$ cat src/rtl/vc_dest_arbiter_pkg.sv
// Shared definitions for the two-VC weighted round-robin destination arbiter.
package vc_dest_arbiter_pkg;

  localparam int WGT_W_DEF = 4;
  localparam int CNT_W_DEF = 8;

  localparam logic VC0 = 1'b0;
  localparam logic VC1 = 1'b1;

  typedef enum logic [1:0] {
    IDLE   = 2'b00,
    SERVE0 = 2'b01,
    SERVE1 = 2'b10
  } state_t;

endpackage

$ cat src/rtl/vc_credit_counter.sv
// Per-VC turn credit: loads the weight (0 read as 1) at turn start and counts pops down.
module vc_credit_counter
  import vc_dest_arbiter_pkg::*;
#(
  parameter int WGT_W = WGT_W_DEF
) (
  input  logic             clk,
  input  logic             reset_L,
  input  logic             load,
  input  logic             dec,
  input  logic [WGT_W-1:0] weight,
  output logic             last
);

  logic [WGT_W-1:0] credit;

  always_ff @(posedge clk) begin
    if (!reset_L) begin
      credit <= '0;
    end else if (load) begin
      credit <= (weight == '0) ? WGT_W'(1) : weight;
    end else if (dec) begin
      credit <= credit - WGT_W'(1);
    end
  end

  // Final pop of the turn; zero only occurs outside a turn.
  assign last = (credit <= WGT_W'(1));

endmodule

$ cat src/rtl/vc_dest_arbiter.sv
// Weighted round-robin drain of VC0/VC1 toward the destination demux, honouring per-destination pause.
module vc_dest_arbiter
  import vc_dest_arbiter_pkg::*;
#(
  parameter int WGT_W = WGT_W_DEF,
  parameter int CNT_W = CNT_W_DEF
) (
  input  logic             clk,
  input  logic             reset_L,
  input  logic             vc0_empty,
  input  logic             vc1_empty,
  input  logic             vc0_dest,
  input  logic             vc1_dest,
  input  logic             pause_d0,
  input  logic             pause_d1,
  input  logic [WGT_W-1:0] weight_vc0,
  input  logic [WGT_W-1:0] weight_vc1,
  output logic             pop_vc0,
  output logic             pop_vc1,
  output logic             valid_vc0,
  output logic             valid_vc1,
  output logic             busy,
  output logic [CNT_W-1:0] grant_cnt0,
  output logic [CNT_W-1:0] grant_cnt1
);

  state_t state;
  logic   last_served;
  logic   elig0, elig1;
  logic   last0, last1;
  logic   end0, end1, go0, go1;
  logic   load0, load1, dec0, dec1;

  assign elig0 = !vc0_empty && !(vc0_dest ? pause_d1 : pause_d0);
  assign elig1 = !vc1_empty && !(vc1_dest ? pause_d1 : pause_d0);

  assign pop_vc0 = (state == SERVE0) && elig0;
  assign pop_vc1 = (state == SERVE1) && elig1;
  assign busy    = (state != IDLE);

  // Turn bookkeeping shared by the FSM and the credit counters.
  always_comb begin
    end0  = (state == SERVE0) && !(pop_vc0 && !last0);
    end1  = (state == SERVE1) && !(pop_vc1 && !last1);
    go0   = ((state == IDLE) && elig0 && (!elig1 || last_served == VC1)) || (end1 && elig0);
    go1   = ((state == IDLE) && elig1 && (!elig0 || last_served == VC0)) || (end0 && elig1);
    load0 = go0 || (end0 && !elig1 && elig0);
    load1 = go1 || (end1 && !elig0 && elig1);
    dec0  = pop_vc0 && !last0;
    dec1  = pop_vc1 && !last1;
  end

  vc_credit_counter #(.WGT_W(WGT_W)) u_credit0 (
    .clk     (clk),
    .reset_L (reset_L),
    .load    (load0),
    .dec     (dec0),
    .weight  (weight_vc0),
    .last    (last0)
  );

  vc_credit_counter #(.WGT_W(WGT_W)) u_credit1 (
    .clk     (clk),
    .reset_L (reset_L),
    .load    (load1),
    .dec     (dec1),
    .weight  (weight_vc1),
    .last    (last1)
  );

  always_ff @(posedge clk) begin
    if (!reset_L) begin
      state       <= IDLE;
      last_served <= VC1;
      valid_vc0   <= 1'b0;
      valid_vc1   <= 1'b0;
      grant_cnt0  <= '0;
      grant_cnt1  <= '0;
    end else begin
      valid_vc0  <= pop_vc0;
      valid_vc1  <= pop_vc1;
      grant_cnt0 <= grant_cnt0 + CNT_W'(pop_vc0);
      grant_cnt1 <= grant_cnt1 + CNT_W'(pop_vc1);
      unique case (state)
        IDLE: begin
          if (go0) begin
            state       <= SERVE0;
            last_served <= VC0;
          end else if (go1) begin
            state       <= SERVE1;
            last_served <= VC1;
          end
        end
        SERVE0: begin
          if (end0) begin
            if (go1) begin
              state       <= SERVE1;
              last_served <= VC1;
            end else if (!elig0) begin
              state <= IDLE;
            end
          end
        end
        SERVE1: begin
          if (end1) begin
            if (go0) begin
              state       <= SERVE0;
              last_served <= VC0;
            end else if (!elig1) begin
              state <= IDLE;
            end
          end
        end
        default: state <= IDLE;
      endcase
    end
  end

endmodule
$ cat config.mk
export PLATFORM = sky130hd
export DESIGN_NAME = vc_dest_arbiter
export DESIGN_NICKNAME = d
export VERILOG_FILES = /design/src/rtl/vc_dest_arbiter_pkg.sv /design/src/rtl/vc_credit_counter.sv /design/src/rtl/vc_dest_arbiter.sv
export SDC_FILE = /design/constraint.sdc
export NUM_CORES = 1
export LEC_CHECK = 0
export CAP_MARGIN = 20
export CORE_MARGIN = 2
export CORE_UTILIZATION = 45
export DETAILED_ROUTE_END_ITERATION = 12
export MAX_ROUTING_LAYER = met4
export PLACE_DENSITY = 0.74
export RECOVER_POWER = 100
export REMOVE_ABC_BUFFERS = 1
export SETUP_SLACK_MARGIN = 0.15
export SYNTH_ARGS = -nofsm -noshare
export SYNTH_HDL_FRONTEND = slang
export SYNTH_SLANG_ARGS = --single-unit
$ cat constraint.sdc
create_clock -name clk -period 1.89 [get_ports clk]
set_input_delay 0.4725 -clock clk [delete_from_list [all_inputs] [get_ports clk]]
set_output_delay 0.4725 -clock clk [all_outputs]
set_load 0.005 [all_outputs]
# Word-level counts from Yosys, hierarchy flattened
# Cells that the tools add are included.
[word_totals]
output_inout_bits = 21
register_bits = 29
elab_cells = 89
inputBits = 16
[op_classes]
eq_ne = 8
addsub = 4
n_mux = 23
n_lt_le_gt_ge = 2
bitwise = 1
n_reduce_logical = 43
[op_table]
columns = ["operator", "count"]
rows = [
  ["two-way mux 4 bit", 6],
  ["logical AND 1 bit", 18],
  ["adder 8 x 1 -> 8 bit", 2],
  ["two-way mux 2 bit", 8],
  ["logical NOT 1 bit", 10],
  ["inequality test 3 bit, second input constant", 3],
  ["<= comparator 4 x 1 -> 1 bit, second input constant", 2],
  ["logical NOT 4 bit", 2],
  ["subtractor 4 x 1 -> 4 bit, second input constant", 2],
  ["two-way mux 1 bit", 7],
  ["logical OR 1 bit", 6],
  ["inequality test 2 bit, second input constant", 3],
  ["one-hot mux 2 bit (3 select lines)", 1],
  ["nonzero test 2 bit", 3],
  ["AND reduction 5 bit", 1],
  ["AND reduction 4 bit", 1],
  ["one-hot mux 1 bit (3 select lines)", 1],
  ["nonzero test 3 bit", 1],
  ["equality test 2 x 1 -> 1 bit, second input constant", 1],
  ["equality test 2 bit, second input constant", 1],
  ["logical NOT 2 bit", 1],
  ["NOT 1 bit", 1],
]

# Longest topological paths before layout
[depth]
ltp_word = 12
ltp_mapped = 10
depth_no_buf = 10

# By module
# Synthesis repeated with hierarchy kept, for this count alone.
[unflattened]
cells_unflattened = 179
hier_area_um2 = 1599.0
[modules_own_cells]
columns = ["module", "cells_each", "n_inst", "area_per_inst_um2", "seq_area_each_um2"]
rows = [
  ["vc_dest_arbiter", 123, 1, 1118.6, 420.4],
  ["vc_credit_counter", 28, 2, 240.2, 80.1],
]

# Least setup slack after synthesis
# OpenSTA, ideal clock, no wires.
[synth_path]
kind = "reg2reg"
start = "register u_credit1.credit[0]"
end = "register u_credit0.credit[1]"
n_path_buf = 0
arrival_time_ns = 1.818
setup_ns = 0.128
setup_slack_ns = -0.056
path_stages_with_launch = 9
required_ns = 1.762
synth_period_minus_slack_ns = 1.946
path_cell_list = "dfxtp_1 -> inv_1 -> ha_1 -> o21bai_1 -> o211ai_1 -> a31oi_2 -> o31a_2 -> mux2i_1 -> nor2_1"
[synth_via]
elab_chain_len = 9
elab_cells_between_ends = 10
[synth_rtl]
columns = ["element", "line_no", "text"]
rows = [
  ["from (decl)", "vc_credit_counter.sv:15", "logic [WGT_W-1:0] credit;"],
  ["from (signal assigned)", "vc_credit_counter.sv:21", "credit <= (weight == '0) ? WGT_W'(1) : weight;"],
  ["from (signal assigned)", "vc_credit_counter.sv:23", "credit <= credit - WGT_W'(1);"],
  ["<= comparator 4 x 1 -> 1 bit *", "vc_credit_counter.sv:28", "assign last = (credit <= WGT_W'(1));"],
  ["logical NOT 1 bit *", "vc_dest_arbiter.sv:44", "end1 = (state == SERVE1) && !(pop_vc1 && !last1);"],
  ["logical AND 1 bit *", "vc_dest_arbiter.sv:44", ""],
  ["logical NOT 1 bit *", "vc_dest_arbiter.sv:44", ""],
  ["logical AND 1 bit *", "vc_dest_arbiter.sv:44", ""],
  ["logical AND 1 bit *", "vc_dest_arbiter.sv:45", "go0 = ((state == IDLE) && elig0 && (!elig1 || last_served == VC1)) || (end1 && elig0);"],
  ["logical OR 1 bit *", "vc_dest_arbiter.sv:45", ""],
  ["logical OR 1 bit *", "vc_dest_arbiter.sv:47", "load0 = go0 || (end0 && !elig1 && elig0);"],
  ["two-way mux 4 bit or nonzero test 2 bit (tied branches)", "-", ""],
  ["to (signal assigned)", "vc_credit_counter.sv:21", ""],
  ["to (signal assigned)", "vc_credit_counter.sv:23", ""],
  ["to (decl)", "vc_credit_counter.sv:15", ""],
]
# Every way passes the cells marked *; elsewhere a longest branch is shown, timed or not.
# A chain may end at the register's enable or synchronous reset.

# Worst setup path after layout
[layout_path]
start = "register state[0]"
end = "register u_credit1.credit[2]"
[layout_via]
elab_chain_len = 9
elab_cells_between_ends = 20
[layout_rtl]
columns = ["element", "line_no", "text"]
rows = [
  ["from (decl)", "vc_dest_arbiter.sv:27", "state_t state;"],
  ["from (signal assigned)", "vc_dest_arbiter.sv:73", "state <= IDLE;"],
  ["from (signal assigned)", "vc_dest_arbiter.sv:87", "state <= SERVE0;"],
  ["from (signal assigned)", "vc_dest_arbiter.sv:90", "state <= SERVE1;"],
  ["equality test 2 x 1 -> 1 bit or equality test 2 bit (tied branches)", "-", ""],
  ["logical AND 1 bit, on equally long branches", "vc_dest_arbiter.sv:37, vc_dest_arbiter.sv:38", ""],
  ["logical AND 1 bit, on equally long branches", "vc_dest_arbiter.sv:43, vc_dest_arbiter.sv:44, vc_dest_arbiter.sv:50", ""],
  ["logical NOT 1 bit, on equally long branches", "vc_dest_arbiter.sv:43, vc_dest_arbiter.sv:44", ""],
  ["logical AND 1 bit, on equally long branches", "vc_dest_arbiter.sv:43, vc_dest_arbiter.sv:44", ""],
  ["logical AND 1 bit, on equally long branches", "vc_dest_arbiter.sv:46, vc_dest_arbiter.sv:48", ""],
  ["logical OR 1 bit or logical AND 1 bit (tied branches)", "vc_dest_arbiter.sv:46, vc_dest_arbiter.sv:48", ""],
  ["logical OR 1 bit", "vc_dest_arbiter.sv:48", "load1 = go1 || (end1 && !elig0 && elig1);"],
  ["two-way mux 4 bit or nonzero test 2 bit (tied branches)", "-", ""],
]
# Several ways; a longest one is shown, not always the timed one.

==> results.ini <==
[yosys]
synth-edff-count=0
seq_area_frac_synth_pct=34.8
synth.distinct_cells=44
syn_inst=190
synth-async-reset-ratio_pct=0
synth_area_um2=1670
syn_avg_cell_area_um2=8.78
ys_warn_count=0
synth-seq-cells=29
synth-main-ff-cell=dfxtp_1

[floorplanning]
chipWidth_um=64.9
ios=37
die_area_um2=4210
rows=22
fp.dieH_um=64.9
coreArea_um2=3610
start_util_pct=46.3

[timing]
finalHoldViolations=0
slew_viol_final=0
setup_tns_ps=-15.6
rsz0062_at_grt=true
fin_skew_ps=8.62
fmax_mhz=525
layout_min_cycle_time_ps=1910
finalSetupViolCount=1
setup_ws_ps=-15.6
fin_crit_sh_pct=101
worst_slew_pin_slew_ps=592
relSlewSlack_pct=60.5
whs_ps=522

[routing]
drcViolationCount=0
drtIter0Drc=169
viasPerCell=5.71
final_antenna_net_count=0
vias=1896
wl_per_cell_um=18.0
routed_wl_um=5990
dr.pass1.iters=4

[worst_setup_path]
critPathRequiredTime_ps=2070
critical_path_class=flip-flop to flip-flop
arrival_ps=2090
crit_path_max_fanout=4
critPathCaptureType=flip-flop
cp-start-kind=flip-flop

[clock_network]
clk_pin_slew_ps=70
h-tree-depth=2
clockRootBuffer=clkbuf_8
numCtsBuffers=5
cts_tree=done
clock_path_buffers=2
insertion_delay_ps=300
cts.sinks=29

[final_layout]
antenna_cells=0
layout_common_cells=buf_4 (43), clkdlybuf4s50_1 (27), nor2_1 (21), dfxtp_1 (15), buf_6 (12)
final_common_cell=buf_4
layout-drive-gt1-share_pct=47.9
area_delta_synth_final_pct=77.0
final_area_um2=2950
final_util_pct=81.9
nets=311
instances_no_fill=332

[worst_hold_path]
worstHoldPathType=flip-flop to flip-flop

[job]
max_cap_violations=0

[place]
port_buffers=36
dp_hpwl_um=3130
place_area_um2=2350
place_congestion=0.850
dp_cells=307

[pwr]
p_leak_nw=1.18
power_density_nw_per_um2=968
irDropWorstVdd_mv=0.797

[global_route]
overflow=0
grt_use_total_pct=26.7
grt_pass1_wl_um=8290
antenna_found_initial=0
grt_pass1_vias=1814
grt_max_degree=13

[run_status]
outcome=finished, violations left
failed_checks=setup timing

-- state kept, by name, summed over array words and instances (netlist names) --
signal and cells:
last_served 1, valid_vc0 1, u_credit1.credit 4, u_credit0.credit 4
grant_cnt0 8, valid_vc1 1, state 2, grant_cnt1 8
-- logic make-up after synthesis --
logic type                 Yosys count  synth area share [%]
and+or+nand+nor                     74                  21.1
AOI/OAI and AO/OA                   34                  17.2
DFF                                 29                  34.8
xor gates and xnor gates            16                  8.40
buffers and inverters               16                  3.60
adders and majority gates           12                  9.00
muxes                                9                  5.93
-- what timing repair did --
action | in CTS | in global routing
resized for setup | 90 | 40
buffers inserted | 15 | 2
hold buffers | 0 | 0
cloned | 0 | 0
endpoints found under the setup margin | 29 | 29
pin swaps | 17 | 15
-- report_power, final --
group	internal (mW)	total, mW	switching (mW)
clock	0.329	0.596	0.267
combinational	0.775	1.46	0.688
sequential	0.697	0.798	0.102
-- metrics by stage --
stage / total power, mW / setup slack (ps)
CTS: 2.66 / 54.8
global placement: 1.74 / -601
detailed placement: 1.76 / -636
global route: 3.01 / -99.3
finish: 2.86 / -15.6
floorplan: 1.31 / -65.2
-- layout make-up --
type	instances	area, µm²
Timing Repair Buffer	89	773
Sequential cell	29	606
Tap cell	48	60.1
Multi-Input combinational cell	145	1360
Fill cell	207	654
Inverter	13	56.3
Clock buffer	7	96.3
Clock inverter	1	5.00
-- per-layer routing --
metal	GRT usage, %	share of wire (%)
met1	28.6	39
met3	6.77	6.2
met5	-	0
met2	48.7	51
met4	7.18	4.0
-- synth_stat cells (2+ instances only) --
master    count  area, µm²
ha_1         12        150
xor2_1       11       96.3
a211oi_1      4       30.0
inv_1        13       48.8
nor3b_1       2       15.0
nor4_1        2       12.5
o31ai_1       2       15.0
and2_1        5       31.3
nor2_1       26       97.6
nand2_1      12       45.0
o21ai_0       3       15.0
nor3_1        5       25.0
a22oi_1       2       15.0
mux2i_1       7       70.1
o21bai_1      2       15.0
a21o_1        2       15.0
or3_1         2       12.5
nand3_1      11       55.1
nor2b_1       2       12.5
xnor2_1       5       43.8
o211ai_1      3       22.5
a21oi_1       3       15.0
and3_1        4       25.0
dfxtp_1      29        581
clkbuf_1      2       7.51
-- path summary, 6_finish.rpt --
check | startpoint | endpoint | slack (ps) | cells after the start
worst max-delay path | state[0]$_SDFFE_PN0P_ | u_credit1.credit[2]$_SDFFE_PN0P_ | -20 | 10
worst min-delay path | grant_cnt1[7]$_SDFF_PN0_ | grant_cnt1[7]$_SDFF_PN0_ | 520 | 2
worst max register to register | state[0]$_SDFFE_PN0P_ | u_credit1.credit[2]$_SDFFE_PN0P_ | -20 | 10
worst min register to register | grant_cnt1[7]$_SDFF_PN0_ | grant_cnt1[7]$_SDFF_PN0_ | 520 | 2
-- critical path, stage by stage (launching register included) --
cell and delay (ps):
dfxtp_4 370, inv_4 60, ha_4 120, nor2b_4 140
nand2_2 70, buf_6 120, buf_6 100, buf_6 120
o32ai_4 320, mux2i_1 280, nor2_1 80
Note: power is estimated with default switching activity, not from simulation.
